--- config.mk ---
export PLATFORM = sky130hd
export DESIGN_NAME = ofm_writeback
export DESIGN_NICKNAME = d
export VERILOG_FILES = /design/src/rtl/ofm_writeback.sv
export SDC_FILE = /design/constraint.sdc
export NUM_CORES = 1
export LEC_CHECK = 0
export ABC_AREA = 1
export CORE_ASPECT_RATIO = 0.7
export CORE_UTILIZATION = 54
export DETAILED_ROUTE_END_ITERATION = 7
export MAX_ROUTING_LAYER = met4
export PLACE_DENSITY = 0.88
export SYNTH_ARGS = -nofsm -noshare
export SYNTH_HDL_FRONTEND = slang
export SYNTH_SLANG_ARGS = --single-unit
--- constraint.sdc ---
create_clock -name clk -period 2.8 [get_ports clk]
set_input_delay 0.56 -clock clk [delete_from_list [all_inputs] [get_ports clk]]
set_output_delay 0.56 -clock clk [all_outputs]
set_load 0.02 [all_outputs]
--- src/rtl/ofm_writeback.sv ---
// ofm_writeback: packs signed 8-bit OFM samples four per 32-bit word and
// writes them to feature-map memory at consecutive word addresses from a
// programmed base. A one-cycle done pulse marks the end of each layer.
module ofm_writeback #(
  parameter int ofm_output_width = 8,
  parameter int mem_data_width   = 32,
  parameter int addr_width       = 16,
  parameter int count_width      = 16,
  localparam int LANES           = mem_data_width / ofm_output_width
) (
  input  logic                        clk,
  input  logic                        rst_n,
  input  logic                        start,
  input  logic [addr_width-1:0]       base_addr,
  input  logic [count_width-1:0]      num_ofm,
  input  logic                        ofm_valid,
  input  logic [ofm_output_width-1:0] ofm_data,
  output logic                        ofm_ready,
  output logic                        mem_wr_en,
  output logic [addr_width-1:0]       mem_wr_addr,
  output logic [mem_data_width-1:0]   mem_wr_data,
  output logic [LANES-1:0]            mem_wr_be,
  input  logic                        mem_wr_ready,
  output logic                        busy,
  output logic                        done
);

  localparam int LW = (LANES > 1) ? $clog2(LANES) : 1;

  localparam logic [LW-1:0]          LANE_ZERO = LW'(0);
  localparam logic [LW-1:0]          LANE_ONE  = LW'(1);
  localparam logic [LW-1:0]          LANE_MAX  = LW'(LANES - 1);
  localparam logic [count_width-1:0] CNT_ZERO  = count_width'(0);
  localparam logic [count_width-1:0] CNT_ONE   = count_width'(1);
  localparam logic [addr_width-1:0]  ADDR_ONE  = addr_width'(1);

  typedef enum logic [1:0] {
    ST_IDLE    = 2'd0,
    ST_COLLECT = 2'd1,
    ST_WRITE   = 2'd2,
    ST_DONE    = 2'd3
  } state_e;

  state_e                      state_q, state_d;
  logic [addr_width-1:0]       addr_q, addr_d;
  logic [count_width-1:0]      rem_q, rem_d;
  logic [LW-1:0]               lane_q, lane_d;
  logic [mem_data_width-1:0]   data_q, data_d;
  logic [LANES-1:0]            be_q, be_d;
  logic                        wr_en_q, wr_en_d;
  logic                        busy_q, busy_d;
  logic                        done_q, done_d;

  // Next-state, datapath updates and registered-output decode for the writeback FSM.
  always_comb begin
    state_d = state_q;
    addr_d  = addr_q;
    rem_d   = rem_q;
    lane_d  = lane_q;
    data_d  = data_q;
    be_d    = be_q;

    case (state_q)
      ST_IDLE: begin
        if (start) begin
          addr_d = base_addr;
          rem_d  = num_ofm;
          lane_d = LANE_ZERO;
          data_d = '0;
          be_d   = '0;
          if (num_ofm == CNT_ZERO) begin
            state_d = ST_DONE;
          end else begin
            state_d = ST_COLLECT;
          end
        end else begin
          state_d = ST_IDLE;
        end
      end

      ST_COLLECT: begin
        // ofm_ready is high throughout COLLECT, so valid alone means a transfer.
        if (ofm_valid) begin
          for (int i = 0; i < LANES; i++) begin
            if (lane_q == LW'(i)) begin
              data_d[i*ofm_output_width +: ofm_output_width] = ofm_data;
              be_d[i] = 1'b1;
            end else begin
              data_d[i*ofm_output_width +: ofm_output_width] =
                data_q[i*ofm_output_width +: ofm_output_width];
              be_d[i] = be_q[i];
            end
          end
          lane_d = lane_q + LANE_ONE;
          rem_d  = rem_q - CNT_ONE;
          if ((lane_q == LANE_MAX) || (rem_q == CNT_ONE)) begin
            state_d = ST_WRITE;
          end else begin
            state_d = ST_COLLECT;
          end
        end else begin
          state_d = ST_COLLECT;
        end
      end

      ST_WRITE: begin
        // Address, data and byte enables hold until the memory takes the word.
        if (mem_wr_ready) begin
          addr_d = addr_q + ADDR_ONE;
          data_d = '0;
          be_d   = '0;
          lane_d = LANE_ZERO;
          if (rem_q == CNT_ZERO) begin
            state_d = ST_DONE;
          end else begin
            state_d = ST_COLLECT;
          end
        end else begin
          state_d = ST_WRITE;
        end
      end

      ST_DONE: begin
        state_d = ST_IDLE;
      end

      default: begin
        state_d = ST_IDLE;
      end
    endcase

    // Status outputs are registered versions of the upcoming state.
    wr_en_d = (state_d == ST_WRITE);
    busy_d  = (state_d != ST_IDLE);
    done_d  = (state_d == ST_DONE);
  end

  // State, datapath and registered-output flops; reset clears everything at once.
  always_ff @(posedge clk or negedge rst_n) begin
    if (!rst_n) begin
      state_q <= ST_IDLE;
      addr_q  <= '0;
      rem_q   <= '0;
      lane_q  <= '0;
      data_q  <= '0;
      be_q    <= '0;
      wr_en_q <= 1'b0;
      busy_q  <= 1'b0;
      done_q  <= 1'b0;
    end else begin
      state_q <= state_d;
      addr_q  <= addr_d;
      rem_q   <= rem_d;
      lane_q  <= lane_d;
      data_q  <= data_d;
      be_q    <= be_d;
      wr_en_q <= wr_en_d;
      busy_q  <= busy_d;
      done_q  <= done_d;
    end
  end

  assign ofm_ready   = (state_q == ST_COLLECT);
  assign mem_wr_en   = wr_en_q;
  assign mem_wr_addr = addr_q;
  assign mem_wr_data = data_q;
  assign mem_wr_be   = be_q;
  assign busy        = busy_q;
  assign done        = done_q;

endmodule

==> results by group <==
Run status
  – Outcome: finished, final reports clean

Power and ir drop
  – Tot Pwr: 0.00632 W
  – Pleak: 2.48 nW
  – Power Density: 1160 mW/mm²
  – VDD IR-drop max: 0.668 mV

Synthesis
  – Syn nets: 590
  – Synth area leaders: dfrtp_1, nand2_1, nor2_1
  – Synth warnings: 0
  – Fraction of registers with async set/reset: 100%
  – Synth top area share: 44.3%
  – Synth cell types: 37
  – Post-synthesis cell count: 537
  – Yosys reg bits: 75
  – Synth Flop Type: dfrtp_1
  – Post-synth EDFFs: 0
  – Synth area leader: dfrtp_1
  – Top-count cell post-synth: nand2_1
  – Mapped Area: 0.00424 mm²
  – Synth Area per Inst: 7.89 µm²
  – Post-synthesis sequential area ratio: 44.3%
  – Most common library cells after synthesis: nand2_1, dfrtp_1, nor2_1, inv_1, nand3_1

Route
  – Initial DRC Count: 300
  – DR vias/cell: 5.41
  – Vias: 3994
  – Routed Antenna Nets: 0
  – DRC violations left: 0
  – Routed WL: 11000 µm
  – Routed WL per cell: 14.9 µm
  – DRT Pass-1 Iters: 5

Timing
  – RSZ-0062 raised after global routing: false
  – Peak Freq: 409 MHz
  – Fin crit share: 87.3%
  – Final worst slack: 0.356 ns
  – Slew headroom: 37.1%
  – Worst slew pin tran: 0.944 ns
  – Final Setup Violations: 0
  – TNS Setup: 0 ns
  – Post-route clock skew: 0.0125 ns
  – Final Slew Violations: 0
  – Hold slack: 0.329 ns
  – Tmin final: 2.44 ns
  – Final hold vios: 0

Setup path
  – CP Data Arrival Time: 1.88 ns
  – Worst Setup Path Type: reg2out
  – CP max stage delay: 0.65 ns
  – Critical path startpoint category: flip-flop
  – Peak fanout along the critical path: 12
  – Crit path cell chain: inv_2 -> nor2_8 -> clkdlybuf4s50_1
  – CP Data Required Time: 2.24 ns
  – Reg-to-reg startpoint: state_q[1]$_DFF_PN0_
  – R2R depth: 8
  – CP endpoint kind: output pin
  – CP max stage cell: clkdlybuf4s50_1
  – Reg2reg setup slack: 0.90 ns
  – RR Endpoint: mem_wr_data[20]$_DFFE_PN0P_

Clock tree
  – Root buffer cell: clkbuf_8
  – CTS tree: yes
  – CTS Hold Bufs: 0
  – H-tree depth: 3
  – Maximum root-to-sink buffer count: 2
  – Worst-path clk slew: 0.09 ns
  – Worst-Skew Late Latency: 0.36 ns
  – Setup bufs post-CTS: 0
  – Sink Count: 75
  – Clock buffer count from CTS: 9
  – Post_cts resized: 0

Die
  – Die ar.: 0.00821 mm²
  – Die width: 108 µm
  – Die Y-Extent: 76.1 µm
  – Core area: 0.00745 mm²
  – Row count: 26
  – Initial Util: 56.9%
  – I/O pins: 101

Final layout
  – N_diodes: 0
  – Area Overhead vs Synth: 28.9%
  – Final Instance Area: 0.00546 mm²
  – Layout cell share with drive strength beyond 1: 10.5%
  – Nets: 688

Global routing
  – Vias in the first global route: 3805
  – GRT Util Overall: 29.6%
  – Gr ovfl total: 0
  – First-pass GRT wire length: 18400 µm
  – Largest net degree at the start of global routing: 76
  – Met3 Resource Use GR: 7.70%
  – Initial antenna violation count: 0
  – Global-route met2 utilization: 43.3%
  – GRT Max-Usage Layer: met2
  – Met1 usage: 41.3%

Placement
  – Setup WS pre-CTS: 0.659 ns
  – IO buf count: 100
  – Post-DP Area: 0.00528 mm²
  – Final GP Congestion: 0.913
  – HPWL Detailed: 8020 µm

Job
  – MaxCap Viol Count: 0

Min path
  – Hold crit path type: in2async
-- layout make-up --
| class | instances | area (µm²) |
|---|---|---|
| inverters | 46 | 175 |
| flip-flops and latches | 75 | 1880 |
| repair buffers | 103 | 1020 |
| clock buffers | 9 | 124 |
| multi-input cells | 400 | 2080 |
| well taps | 98 | 123 |
| clock inverters | 7 | 65.1 |
| fillers | 577 | 1990 |
-- per-layer routing --
layer / vias up / wire [µm]
li1: 1939 / -
met1: 1844 / 5010
met2: 192 / 4910
met3: 19 / 927
met4: 0 / 143
met5: - / 0
-- worst max path at each step --
stage | slack, ns | from | cells after the start | to
final | 0.36 | state_q[0]$_DFF_PN0_ | 3 | ofm_ready
after global routing | 0.29 | state_q[0]$_DFF_PN0_ | 3 | ofm_ready
after CTS | 0.34 | state_q[0]$_DFF_PN0_ | 3 | ofm_ready
after detailed placement | 0.66 | start | 8 | mem_wr_data[20]$_DFFE_PN0P_
after global placement | 0.69 | start | 8 | mem_wr_data[23]$_DFFE_PN0P_
after floorplan | 1.13 | state_q[0]$_DFF_PN0_ | 3 | ofm_ready
-- power by group --
part           total, W  internal, W  switching [W]
combinational   0.00343      0.00142        0.00201
sequential      0.00207      0.00159       0.000479
clock          0.000813     0.000345       0.000468
-- kinds of logic after synthesis --
group	Yosys count	synth area share, %
buffers and inverters	62	6.64
flip-flops	75	44.3
AO/OA/AOI/OAI	100	15.5
XOR/XNOR	4	0.827
AND/OR/NAND/NOR	288	30.4
adder cells (fa/ha/maj)	8	2.36
-- sequential cells by signal, indices dropped and copies added (netlist names) --
name         cells
lane_q           2
state_q          2
busy             1
done             1
mem_wr_en        1
rem_q           16
mem_wr_data     32
mem_wr_be        4
mem_wr_addr     16
-- cells in the final DEF (no fill, tap or decap), drive strengths merged, types with 2 or more instances in the layout --
cell type	instances
nand3b	2
nand3	37
nand2	157
o22ai	2
nor2	76
clkdlybuf4s50	99
a21oi	20
dfrtp	75
ha	8
inv	51
clkbuf	9
or2	7
buf	4
xor2	3
nand4	5
o21a	18
o21ai	56
nor3	4
-- per-stage QoR --
stage / utilization [%] / std cells
3_3_place_gp: 70.8 / 722
6_report: 73.3 / 738
2_1_floorplan: - / 537
5_1_grt: 73.3 / 738
4_1_cts: 73.3 / 738
3_5_place_dp: 70.8 / 722
-- critical path, delay by kind of cell, from the launching register on --
kind | cells | cell delay, ns
buffers and inverters | 2 | 0.78
DFF | 1 | 0.51
and+or+nand+nor | 1 | 0.23
Power figures use the tool's default switching activity.
